--- config.mk ---
export PLATFORM = sky130hd
export DESIGN_NAME = key_schedule
export DESIGN_NICKNAME = d
export VERILOG_FILES = /design/src/rtl/des_pkg.sv /design/src/rtl/key_schedule_pc2.sv /design/src/rtl/key_schedule.sv
export SDC_FILE = /design/constraint.sdc
export NUM_CORES = 1
export LEC_CHECK = 0
export ABC_AREA = 1
export CAP_MARGIN = 25
export CORE_ASPECT_RATIO = 1.5
export CORE_MARGIN = 10
export CORE_UTILIZATION = 44
export CTS_BUF_LIST = sky130_fd_sc_hd__clkbuf_16
export DETAILED_ROUTE_END_ITERATION = 12
export GPL_TIMING_DRIVEN = 0
export PLACE_DENSITY = 0.75
export SYNTH_ARGS = -nofsm -noshare
export SYNTH_HDL_FRONTEND = slang
export SYNTH_SLANG_ARGS = --single-unit
--- constraint.sdc ---
create_clock -name clk -period 1.7 [get_ports clk]
set_clock_uncertainty 0.15 [all_clocks]
set_input_delay 0.34 -clock clk [delete_from_list [all_inputs] [get_ports clk]]
set_output_delay 0.34 -clock clk [all_outputs]
set_load 0.1 [all_outputs]
--- src/rtl/des_pkg.sv ---
// des_pkg: shared constants for the DES key schedule.
// Holds the PC-1/PC-2 selection tables, the per-round shift counts,
// the schedule FSM state type and the 28-bit rotate helpers.
// Table entries use FIPS 46-3 numbering: 1 is the MSB of the source.
package des_pkg;

    localparam int KEY_W    = 64;
    localparam int HALF_W   = 28;
    localparam int SUBKEY_W = 48;
    localparam int ROUNDS   = 16;

    typedef enum logic {
        IDLE = 1'b0,
        RUN  = 1'b1
    } ks_state_t;

    // PC-1: first 28 entries build C, last 28 build D
    localparam int PC1_TABLE [56] = '{
        57, 49, 41, 33, 25, 17,  9,  1, 58, 50, 42, 34, 26, 18,
        10,  2, 59, 51, 43, 35, 27, 19, 11,  3, 60, 52, 44, 36,
        63, 55, 47, 39, 31, 23, 15,  7, 62, 54, 46, 38, 30, 22,
        14,  6, 61, 53, 45, 37, 29, 21, 13,  5, 28, 20, 12,  4
    };

    // PC-2: selects 48 of the 56 {C,D} bits
    localparam int PC2_TABLE [48] = '{
        14, 17, 11, 24,  1,  5,  3, 28, 15,  6, 21, 10,
        23, 19, 12,  4, 26,  8, 16,  7, 27, 20, 13,  2,
        41, 52, 31, 37, 47, 55, 30, 40, 51, 45, 33, 48,
        44, 49, 39, 56, 34, 53, 46, 42, 50, 36, 29, 32
    };

    // Rotation applied before rounds 1..16. Decryption uses the same
    // counts as right rotations except that entry 0 becomes 0; that
    // difference is handled entirely at load time.
    localparam logic [1:0] SHIFT_TABLE [16] = '{
        2'd1, 2'd1, 2'd2, 2'd2, 2'd2, 2'd2, 2'd2, 2'd2,
        2'd1, 2'd2, 2'd2, 2'd2, 2'd2, 2'd2, 2'd2, 2'd1
    };

    function automatic logic [1:28] rotl28(input logic [1:28] x, input logic [1:0] n);
        logic [1:28] r;
        case (n)
            2'd1:    r = {x[2:28], x[1]};
            2'd2:    r = {x[3:28], x[1:2]};
            default: r = x;
        endcase
        return r;
    endfunction

    function automatic logic [1:28] rotr28(input logic [1:28] x, input logic [1:0] n);
        logic [1:28] r;
        case (n)
            2'd1:    r = {x[28], x[1:27]};
            2'd2:    r = {x[27:28], x[1:26]};
            default: r = x;
        endcase
        return r;
    endfunction

endpackage

--- src/rtl/key_schedule_pc2.sv ---
// key_schedule_pc2: PC-2 permuted choice, purely combinational.
// Maps the 56-bit {C,D} register pair onto a 48-bit round subkey.
module key_schedule_pc2
    import des_pkg::*;
(
    input  logic [1:28] c,
    input  logic [1:28] d,
    output logic [1:48] subkey
);

    logic [1:56] cd;

    assign cd = {c, d};

    // Each subkey bit is a fixed wire pick from {C,D}
    for (genvar gi = 1; gi <= SUBKEY_W; gi++) begin : g_pc2
        assign subkey[gi] = cd[PC2_TABLE[gi-1]];
    end

endmodule

--- src/rtl/key_schedule.sv ---
// key_schedule: DES round-key generator with a valid/ready output.
// Produces K1..K16 (or K16..K1 for decryption) one per handshake.
// Optional feature macro: DES_KEYSCHED_DECRYPT_EN enables decrypt order;
// without it the decrypt port is accepted but ignored.
// The round port is 4 bits wide, so round 16 reads back as 4'd0 while
// subkey_valid is high; the internal counter keeps the full value.
module key_schedule
    import des_pkg::*;
(
    input  logic        clk,
    input  logic        rst_n,
    input  logic        start,
    input  logic [1:64] key,
    input  logic        decrypt,
    output logic        busy,
    output logic        subkey_valid,
    input  logic        subkey_ready,
    output logic [1:48] subkey,
    output logic [3:0]  round,
    output logic        done
);

    ks_state_t   state_q;
    logic [1:28] c_q;
    logic [1:28] d_q;
    logic [4:0]  rnd_q;
    logic        valid_q;
    logic        busy_q;
    logic        done_q;

    logic [1:56] pc1_cd;
    logic [1:28] load_c;
    logic [1:28] load_d;
    logic [1:28] step_c;
    logic [1:28] step_d;
    logic [1:0]  shift_amt;
    logic        handshake;
    logic        last_round;

    // PC-1 is pure wiring from the key; parity bits are never selected
    for (genvar gi = 1; gi <= 2*HALF_W; gi++) begin : g_pc1
        assign pc1_cd[gi] = key[PC1_TABLE[gi-1]];
    end

    assign handshake  = valid_q & subkey_ready;
    assign last_round = (rnd_q == 5'(ROUNDS));
    assign shift_amt  = SHIFT_TABLE[rnd_q[3:0]];

`ifdef DES_KEYSCHED_DECRYPT_EN
    logic dec_q;

    // Decrypt loads C0/D0 unrotated (K16 = K0 rotated 28) and walks back right
    always_comb begin
        load_c = decrypt ? pc1_cd[1:28]  : rotl28(pc1_cd[1:28], 2'd1);
        load_d = decrypt ? pc1_cd[29:56] : rotl28(pc1_cd[29:56], 2'd1);
        step_c = dec_q ? rotr28(c_q, shift_amt) : rotl28(c_q, shift_amt);
        step_d = dec_q ? rotr28(d_q, shift_amt) : rotl28(d_q, shift_amt);
    end

    // Direction is latched with start so later port changes cannot disturb a run
    always_ff @(posedge clk or negedge rst_n) begin
        if (!rst_n) begin
            dec_q <= 1'b0;
        end else if (state_q == IDLE && start) begin
            dec_q <= decrypt;
        end
    end
`else
    logic unused_decrypt;

    assign unused_decrypt = decrypt;

    // Encrypt-only build: the first round's rotate-by-one is folded into the load
    always_comb begin
        load_c = rotl28(pc1_cd[1:28], 2'd1);
        load_d = rotl28(pc1_cd[29:56], 2'd1);
        step_c = rotl28(c_q, shift_amt);
        step_d = rotl28(d_q, shift_amt);
    end
`endif

    // Schedule FSM: load on start, advance one round per handshake, pulse done at the end
    always_ff @(posedge clk or negedge rst_n) begin
        if (!rst_n) begin
            state_q <= IDLE;
            c_q     <= '0;
            d_q     <= '0;
            rnd_q   <= '0;
            valid_q <= 1'b0;
            busy_q  <= 1'b0;
            done_q  <= 1'b0;
        end else begin
            done_q <= 1'b0;
            case (state_q)
                IDLE: begin
                    if (start) begin
                        state_q <= RUN;
                        c_q     <= load_c;
                        d_q     <= load_d;
                        rnd_q   <= 5'd1;
                        valid_q <= 1'b1;
                        busy_q  <= 1'b1;
                    end
                end
                RUN: begin
                    if (handshake) begin
                        if (last_round) begin
                            state_q <= IDLE;
                            rnd_q   <= '0;
                            valid_q <= 1'b0;
                            busy_q  <= 1'b0;
                            done_q  <= 1'b1;
                        end else begin
                            c_q   <= step_c;
                            d_q   <= step_d;
                            rnd_q <= rnd_q + 5'd1;
                        end
                    end
                end
                default: state_q <= IDLE;
            endcase
        end
    end

    assign busy         = busy_q;
    assign subkey_valid = valid_q;
    assign done         = done_q;
    assign round        = rnd_q[3:0];

    key_schedule_pc2 u_pc2 (
        .c      (c_q),
        .d      (d_q),
        .subkey (subkey)
    );

endmodule

Yosys cells after proc, flatten, opt, wreduce, memory -nomap -nowiden

Memories as Yosys holds them, arrays and structs flattened.
Index checks and enable logic that the tools add are counted.
Widths: inputs -> output; s select.

Bits in registers: 64
ROM bits: 32
Input port bits: 69
Logic and storage cells: 50
Memories kept: 1

Add/sub/neg operators: 1
$lt $le $gt $ge: 1
Equal/unequal tests: 8
Multiplexer cells: 27
Bitwise gates (word level): 3
Reduce and logical (&&, ||, !) cells: 3

Memories:

| memory          | words | width | read ports | clocked after Yosys merged registers in | write ports | line               | source |
|---|---|---|---|---|---|---|---|
| (no name shown) | 16    | 2     | 1          | 0                                       | 0           | key_schedule.sv:47 | `assign shift_amt = SHIFT_TABLE[rnd_q[3:0]];` |

Operators by type and width:

| operator            | number |
|---|---|
| $pmux 28 s2         | 4 |
| $mux 28             | 6 |
| $mux 5              | 3 |
| $pmux 5 s2          | 1 |
| $mux 1              | 9 |
| $add 5x1->5 const B | 1 |
| $eq 5x5->1 const B  | 1 |
| $ge 5x5->1 const B  | 1 |
| $not 4->5           | 1 |
| $mux 2              | 2 |
| $ne 2x1->1 const B  | 2 |
| $ne 2x2->1 const B  | 2 |
| $pmux 1 s2          | 2 |
| $reduce_and 4->1    | 1 |
| $ne 3x1->1 const B  | 1 |
| $reduce_and 3->1    | 1 |
| $eq 2x1->1 const B  | 1 |
| $eq 2x2->1 const B  | 1 |
| $reduce_and 2->1    | 1 |
| $and 1x1->1         | 1 |
| $not 1->1           | 1 |

Longest topological paths before layout

Gate-level depths: netlist (run 1).

Word-level depth: 9
Gate-level depth with buffers: 13
Depth with buffers taken out: 11

Modules after synthesis

A second synthesis (run 1) with hierarchy kept.

Cell total of the unflattened synthesis: 610
Area, all modules: 4416.7 sq um

Modules (own cells, without submodules):

| module           | instances | cells an instance | area an instance (sq um) |
|---|---|---|---|
| key_schedule     | 1         | 562               | 4056.4 |
| key_schedule_pc2 | 1         | 48                | 360.3 |

Least setup slack after synthesis (run 1)

No wires, ideal clock.

Path type: register -> register
Start: register, netlist name busy
End: register c_q[15] (netlist bit)
Setup time: 0.117 ns
Arrival: 1.943 ns
Required time: 1.433 ns
Path slack: -0.511 ns
Stages on the path, launching flop included: 10
Period minus slack after synthesis: 2.211 ns
Path through: dfrtp_1 > nand3_1 > inv_2 > nand2_1 > inv_1 > nand2_1 > buf_4 > buf_4 > nand3_1 > nand2_1

RTL lines:

| element              | line                | source |
|---|---|---|
| to (signal assigned) | key_schedule.sv:98  | `c_q <= load_c;` |
| to (signal assigned) | key_schedule.sv:114 | `c_q <= step_c;` |
| to (decl)            | key_schedule.sv:24  | `logic [1:28] c_q;` |

Final worst setup path (run 1)

Start: register rnd_q[1]
End: register d_q[7] (netlist bit)

Word-level cells in the longest chain between the ends: 9

Ends and longest elaborated chain:

| element                                   | line                | source |
|---|---|---|
| from (decl)                               | key_schedule.sv:26  | `logic [4:0] rnd_q;` |
| from (signal assigned)                    | key_schedule.sv:116 | `rnd_q <= rnd_q + 5'd1;` |
| $not 4->5 (implied by the code)           | key_schedule.sv:47  |  |
| $mem_v2 16x2                              | n/a                 |  |
| $mux 2 (implied by the code) (2 in a row) | key_schedule.sv:47  |  |
| $eq 2x2->1 or $eq 2x1->1 (tied branches)  | des_pkg.sv:43       | `case (n)` |
| $pmux 28 s2                               | des_pkg.sv:43       |  |
| $mux 28                                   | key_schedule.sv:107 | `if (last_round) begin` |
| $mux 28                                   | key_schedule.sv:106 | `if (handshake) begin` |
| $pmux 28 s2                               | key_schedule.sv:94  | `case (state_q)` |
| to (signal assigned)                      | key_schedule.sv:99  | `d_q <= load_d;` |
| to (signal assigned)                      | key_schedule.sv:115 | `d_q <= step_d;` |
| to (decl)                                 | key_schedule.sv:25  | `logic [1:28] d_q;` |

Several ways; a longest one is shown, not always the timed one. The select of a mux whose other input is x is not followed.
A chain may end at the register's enable or synchronous reset.

==> flow_results.xml, run 1 <==
<?xml version="1.0" encoding="UTF-8"?>
<metrics>
  <group name="run_status">
    <metric name="status" unit="">finished, violations left</metric>
    <metric name="failing_checks" unit="">negative setup slack</metric>
  </group>
  <group name="route">
    <metric name="detail_route.wl_per_cell" unit="µm">16.9</metric>
    <metric name="drt_pass1_iterations" unit="">5</metric>
    <metric name="drc" unit="">0</metric>
    <metric name="via_count" unit="">4787</metric>
    <metric name="post_drt_via_cell_ratio" unit="">5.54</metric>
    <metric name="postRouteAntennaNets" unit="">0</metric>
    <metric name="drt_iter0_markers" unit="">292</metric>
    <metric name="drt_wl_total" unit="mm">14.6</metric>
  </group>
  <group name="cts">
    <metric name="htree_levels" unit="">3</metric>
    <metric name="cts_tree" unit="">yes</metric>
    <metric name="clk-insertion-delay-late" unit="ps">340</metric>
    <metric name="clock_tree.buffer_depth" unit="">2</metric>
    <metric name="cts-buffers-inserted" unit="">9</metric>
    <metric name="root_cell_of_the_clock_tree" unit="">clkbuf_16</metric>
    <metric name="cts_num_sinks" unit="">64</metric>
    <metric name="worst_setup_hold_path_clk_slew" unit="ps">50</metric>
  </group>
  <group name="yosys">
    <metric name="number_of_register_bits_inferred_by_synthesis" unit="">64</metric>
    <metric name="synthesis.area" unit="µm²">4420</metric>
    <metric name="ys_seq_area_frac" unit="">0.363</metric>
    <metric name="syn-num-nets" unit="">681</metric>
    <metric name="yosys.cell_types.count" unit="">21</metric>
    <metric name="yosysWarnings" unit="">0</metric>
    <metric name="synth.avg_cell_area" unit="µm²">7.27</metric>
    <metric name="post_synth_inst_count" unit="">608</metric>
  </group>
  <group name="worst_setup_path">
    <metric name="cp_data_arrival_time" unit="ps">2060</metric>
    <metric name="timing.rr.start" unit="">rnd_q[1]</metric>
    <metric name="setup.worst_path.class" unit="">register to register</metric>
    <metric name="critPathCaptureType" unit="">register</metric>
    <metric name="reg2reg_to" unit="">d_q[7]</metric>
    <metric name="critPathLaunch" unit="">rnd_q[1]</metric>
    <metric name="worst-r2r-cell-count" unit="">13</metric>
    <metric name="ff2ff_setup_slack" unit="ps">-280</metric>
    <metric name="path_max_fanout" unit="">6</metric>
    <metric name="worst_setup_path_start_kind" unit="">register</metric>
    <metric name="critical_path_required" unit="ps">1780</metric>
  </group>
  <group name="timing">
    <metric name="slew_viol_final" unit="">0</metric>
    <metric name="worst_slack" unit="ps">-278</metric>
    <metric name="finalCriticalPeriod" unit="ps">1980</metric>
    <metric name="fin_hold_ws" unit="ps">382</metric>
    <metric name="max_freq" unit="GHz">0.505</metric>
    <metric name="grt_setup_unrepaired" unit="">true</metric>
    <metric name="relSlewSlack" unit="">0.434</metric>
    <metric name="finalSetupViolCount" unit="">56</metric>
    <metric name="hold_violations" unit="">0</metric>
    <metric name="layout_worst_path_cycle_share" unit="">1.16</metric>
    <metric name="slew_at_the_pin_with_the_worst_max_slew_slack" unit="ps">849</metric>
  </group>
  <group name="placed_design">
    <metric name="post_dp_cell_area" unit="µm²">5760</metric>
    <metric name="port-buffer-count" unit="">114</metric>
    <metric name="detailedPlacementHpwl" unit="mm">9.86</metric>
    <metric name="dp.cells" unit="">837</metric>
    <metric name="gpl.final_weighted_congestion" unit="">0.839</metric>
  </group>
  <group name="final_layout">
    <metric name="most-common-layout-cells" unit="">nand3_1, buf_4, nand2_1, dfrtp_1, clkdlybuf4s50_1</metric>
    <metric name="filler_cell_count" unit="">817</metric>
    <metric name="finish.instance_area" unit="µm²">6520</metric>
    <metric name="total_inserted_antenna_cells" unit="">0</metric>
    <metric name="post_layout_nonfiller_instances" unit="">864</metric>
    <metric name="drive_gt1_frac" unit="">0.399</metric>
    <metric name="most_common_cell_after_layout_fill_and_taps_aside" unit="">nand3_1</metric>
    <metric name="post_layout_net_count" unit="">817</metric>
    <metric name="layout-area-overhead-vs-synth" unit="%">47.6</metric>
  </group>
  <group name="global_routing">
    <metric name="grt_first_pass_wirelength" unit="mm">22.6</metric>
    <metric name="use_met2" unit="">0.335</metric>
    <metric name="largest_net_degree_at_the_start_of_global_routing" unit="">65</metric>
    <metric name="overflow" unit="">0</metric>
    <metric name="grt.met3_usage" unit="">0.0304</metric>
    <metric name="antenna_found_initial" unit="">0</metric>
    <metric name="first_global_vias" unit="">4730</metric>
    <metric name="gr-max-usage-layer" unit="">met2</metric>
    <metric name="global_routing_met1_resource_utilization" unit="">0.212</metric>
    <metric name="grt_use_total" unit="">0.191</metric>
  </group>
  <group name="flow_run">
    <metric name="max-cap-violations" unit="">0</metric>
  </group>
  <group name="worst_hold_path">
    <metric name="hold_end" unit="">c_q[25]</metric>
    <metric name="hp-class" unit="">register to register</metric>
    <metric name="min_path_cells" unit="">2</metric>
    <metric name="timing.hold.worst.start" unit="">c_q[25]</metric>
  </group>
  <group name="floorplan">
    <metric name="die_area" unit="µm²">14500</metric>
    <metric name="std_cell_rows" unit="">44</metric>
    <metric name="boundary_pins" unit="">124</metric>
    <metric name="core-area" unit="µm²">9740</metric>
    <metric name="floorplan.initialDensity" unit="">0.453</metric>
    <metric name="chipWidth" unit="µm">102</metric>
    <metric name="height_of_the_die" unit="µm">143</metric>
  </group>
</metrics>
-- worst max path at each step --
stage | to | slack [ps] | cells past startpoint
final | d_q[7] | -280 | 13
after floorplan | c_q[15] | -30 | 13
after global routing | d_q[7] | -370 | 13
after global placement | busy | -2510 | 1
after CTS | c_q[9] | -210 | 12
after detailed placement | round[2] | -540 | 2
-- state kept, by name (all words and copies together), names as in the netlist --
signal and flops:
c_q 28, busy 1, done 1, rnd_q 5
d_q 28, state_q 1
-- routing by layer --
layer / up-vias / wire (µm) / share of wire
li1: 2250 / - / -
met1: 2290 / 5500 / 0.38
met2: 207 / 7610 / 0.52
met3: 40 / 949 / 0.065
met4: 0 / 542 / 0.037
met5: - / 0 / 0
-- final cells by class --
class / instances / area, µm² / share of cell area
timing repair buffer: 126 / 1240 / 0.191
tap: 115 / 144 / 0.0221
multi-input combinational: 433 / 2440 / 0.375
inverter: 9 / 38.8 / 0.00595
clock inverter: 7 / 56.3 / 0.00864
clock buffer: 9 / 225 / 0.0345
buffer: 101 / 759 / 0.116
sequential: 64 / 1610 / 0.247
-- worst max-delay path, stage by stage, from the launching register on --
cell       delay (ps)
dfrtp_2           480
inv_4             110
ha_4              140
nand2_2            50
nand3_2            70
nand2_2            70
nand2_2           110
nand2_2            70
nand2_4           110
nand2_8            80
buf_12            160
clkbuf_16         160
nand3_2            60
nand2_1            50
-- through the flow --
stage / setup TNS [ps] / utilization / setup WS (ps)
after global placement: -176160 / 0.591 / -2510
after global routing: -18860 / 0.669 / -373
after floorplan: -1100 / - / -27.4
after detailed placement: -44580 / 0.591 / -538
after CTS: -10560 / 0.629 / -207
final: -13300 / 0.669 / -278
-- kinds of logic after synthesis --
family / after synthesis / share of synthesized area
flip-flops: 64 / 0.363
adder cells (fa/ha/maj): 4 / 0.0113
buffers and inverters: 111 / 0.158
AO/OA/AOI/OAI: 9 / 0.0116
AND/OR/NAND/NOR: 418 / 0.452
XOR/XNOR: 2 / 0.00397
-- repair_timing --
action | in CTS | in global routing
pin swaps | 1 | 23
resized for setup | 375 | 61
endpoints found under the hold margin | 11 | 0
setup buffers | 4 | 1
endpoints found under the setup margin | 114 | 63
cloned | 1 | 5
hold buffers | 1 | 0
-- cells in the mapped netlist, drive strengths merged --
master,count,area (µm²)
clkbuf,15,56.3
a31oi,1,6.26
o21ai,2,10.0
o22ai,2,12.5
nand3,229,1150
a21oi,3,15.0
ha,4,50.1
xor2,2,17.5
or2,56,350
nand2,127,477
inv,9,33.8
nand4,1,6.26
dfrtp,64,1600
a21o,1,7.51
nor2,5,18.8
buf,87,609
Power of run 1 is left out: the tool's default activity adds up to more than one toggle a clock period on the data nets, which glitch-free logic cannot reach.
==> run 2: changes to the inputs <==
- CORE_ASPECT_RATIO: 1.5 -> default
- SLEW_MARGIN: default -> 15
==> flow_results.xml, run 2 (same netlist as run 1, synthesis figures left out) <==
<?xml version="1.0" encoding="UTF-8"?>
<metrics>
  <group name="timing">
    <metric name="slew_viol_final" unit="">0</metric>
    <metric name="finalSetupTns" unit="ps">-14540</metric>
    <metric name="grt_setup_unrepaired" unit="">true</metric>
    <metric name="relSlewSlack" unit="">0.673</metric>
    <metric name="max_freq" unit="GHz">0.500</metric>
    <metric name="slew_at_the_pin_with_the_worst_max_slew_slack" unit="ps">494</metric>
    <metric name="hold_violations" unit="">0</metric>
    <metric name="finalCriticalPeriod" unit="ps">2000</metric>
    <metric name="layout_worst_path_cycle_share" unit="">1.18</metric>
    <metric name="finalSetupViolCount" unit="">56</metric>
    <metric name="worst_slack" unit="ps">-299</metric>
  </group>
  <group name="worst_setup_path">
    <metric name="path_max_fanout" unit="">8</metric>
    <metric name="timing.rr.start" unit="">rnd_q[1]</metric>
    <metric name="critPathLaunch" unit="">rnd_q[1]</metric>
    <metric name="critPathCaptureType" unit="">register</metric>
    <metric name="setup.worst_path.class" unit="">register to register</metric>
    <metric name="worst_setup_path_start_kind" unit="">register</metric>
    <metric name="critical_path_required" unit="ps">1760</metric>
    <metric name="cp_data_arrival_time" unit="ps">2060</metric>
  </group>
  <group name="run_status">
    <metric name="failing_checks" unit="">negative setup slack</metric>
    <metric name="status" unit="">finished, violations left</metric>
  </group>
  <group name="floorplan">
    <metric name="chipWidth" unit="µm">120</metric>
    <metric name="height_of_the_die" unit="µm">120</metric>
    <metric name="core-area" unit="µm²">9770</metric>
    <metric name="boundary_pins" unit="">124</metric>
    <metric name="floorplan.initialDensity" unit="">0.452</metric>
    <metric name="std_cell_rows" unit="">36</metric>
    <metric name="die_area" unit="µm²">14400</metric>
  </group>
  <group name="route">
    <metric name="postRouteAntennaNets" unit="">0</metric>
    <metric name="via_count" unit="">4755</metric>
    <metric name="post_drt_via_cell_ratio" unit="">5.36</metric>
    <metric name="drt_wl_total" unit="mm">14.6</metric>
    <metric name="detail_route.wl_per_cell" unit="µm">16.5</metric>
    <metric name="drc" unit="">0</metric>
    <metric name="drt_iter0_markers" unit="">401</metric>
    <metric name="drt_pass1_iterations" unit="">5</metric>
  </group>
  <group name="worst_hold_path">
    <metric name="hp-class" unit="">primary input to asynchronous set/reset pin</metric>
  </group>
  <group name="final_layout">
    <metric name="drive_gt1_frac" unit="">0.398</metric>
    <metric name="post_layout_net_count" unit="">822</metric>
    <metric name="layout-area-overhead-vs-synth" unit="%">48.3</metric>
    <metric name="filler_cell_count" unit="">831</metric>
    <metric name="most-common-layout-cells" unit="">nand3_1, buf_4, nand2_1, dfrtp_1, clkdlybuf4s50_1</metric>
    <metric name="reg.largest.list" unit="">c_q: 28 flops, d_q: 28 flops, rnd_q: 5 flops</metric>
    <metric name="layout.area.seq" unit="µm²">1610</metric>
    <metric name="total_inserted_antenna_cells" unit="">0</metric>
    <metric name="area_of_the_multi_input_gates" unit="µm²">2460</metric>
    <metric name="most_common_cell_after_layout_fill_and_taps_aside" unit="">nand3_1</metric>
  </group>
  <group name="global_routing">
    <metric name="grt_first_pass_wirelength" unit="mm">22.9</metric>
    <metric name="antenna_found_initial" unit="">0</metric>
    <metric name="overflow" unit="">0</metric>
    <metric name="largest_net_degree_at_the_start_of_global_routing" unit="">35</metric>
    <metric name="first_global_vias" unit="">4704</metric>
    <metric name="grt_use_total" unit="">0.188</metric>
  </group>
  <group name="cts">
    <metric name="cts_tree" unit="">yes</metric>
    <metric name="cts_num_sinks" unit="">64</metric>
    <metric name="root_cell_of_the_clock_tree" unit="">clkbuf_16</metric>
    <metric name="clock_tree.buffer_depth" unit="">2</metric>
    <metric name="cts-buffers-inserted" unit="">9</metric>
    <metric name="htree_levels" unit="">3</metric>
    <metric name="worst_setup_hold_path_clk_slew" unit="ps">60</metric>
    <metric name="clk-insertion-delay-late" unit="ps">330</metric>
  </group>
  <group name="placed_design">
    <metric name="port-buffer-count" unit="">114</metric>
    <metric name="detailedPlacementHpwl" unit="mm">9.83</metric>
    <metric name="pre_cts_slack" unit="ps">-521</metric>
    <metric name="gpl.final_weighted_congestion" unit="">0.887</metric>
  </group>
  <group name="flow_run">
    <metric name="max-cap-violations" unit="">0</metric>
  </group>
</metrics>
==> run 2: metrics by stage <==
stage                     cell area [µm²]  instances   util  hold WS [ps]
final                                6550        887  0.670           360
after global routing                 6550        887  0.670           415
after CTS                            6160        879  0.630           369
after detailed placement             5800        856  0.593           159
after global placement               5780        855  0.592           365
after floorplan                      4470        608      -          -106
==> run 2: layout make-up <==
cell class,count,area share
multi-input combinational,433,0.376
sequential,64,0.246
tap,133,0.0254
inverter,9,0.00592
timing repair buffer,131,0.184
clock inverter,7,0.00840
buffer,101,0.120
clock buffer,9,0.0344
==> run 2: what timing repair did <==
action,4_1_cts,5_1_grt
gates resized for setup,374,78
setup buffers,5,7
hold buffers,1,0
setup endpoints to repair,114,63
hold endpoints to repair,30,0
pin swaps,2,10
cloned,2,2
==> run 2: path summary, 6_finish.rpt <==
path | to | slack (ps) | cells after the start
max | c_q[20] | -300 | 13
min | c_q[11] | 360 | 2
max reg2reg | c_q[20] | -300 | 13
min reg2reg | c_q[18] | 390 | 2
max in group asynchronous | d_q[15] | 490 | 3
min in group clk | c_q[18] | 390 | 2
==> run 2: critical path: stages, from the launching register on <==
cell and delay, ps:
dfrtp_2 480, inv_4 120, ha_4 150, nand2_4 50, nand3_4 100, nand2_4 80
nand2_4 100, nand2_4 60, nand2_4 90, nand2_4 70, buf_12 160, buf_6 140
nand3_2 60, nand2_1 60
==> run 2: per-layer routing <==
metal / share of wire / up-vias / track usage
met5: 0 / - / 0
met4: 0.016 / 0 / 0.0543
met3: 0.067 / 28 / 0.0358
met2: 0.49 / 224 / 0.324
met1: 0.42 / 2246 / 0.233
li1: - / 2257 / -
Power of run 2 is left out for the same reason.
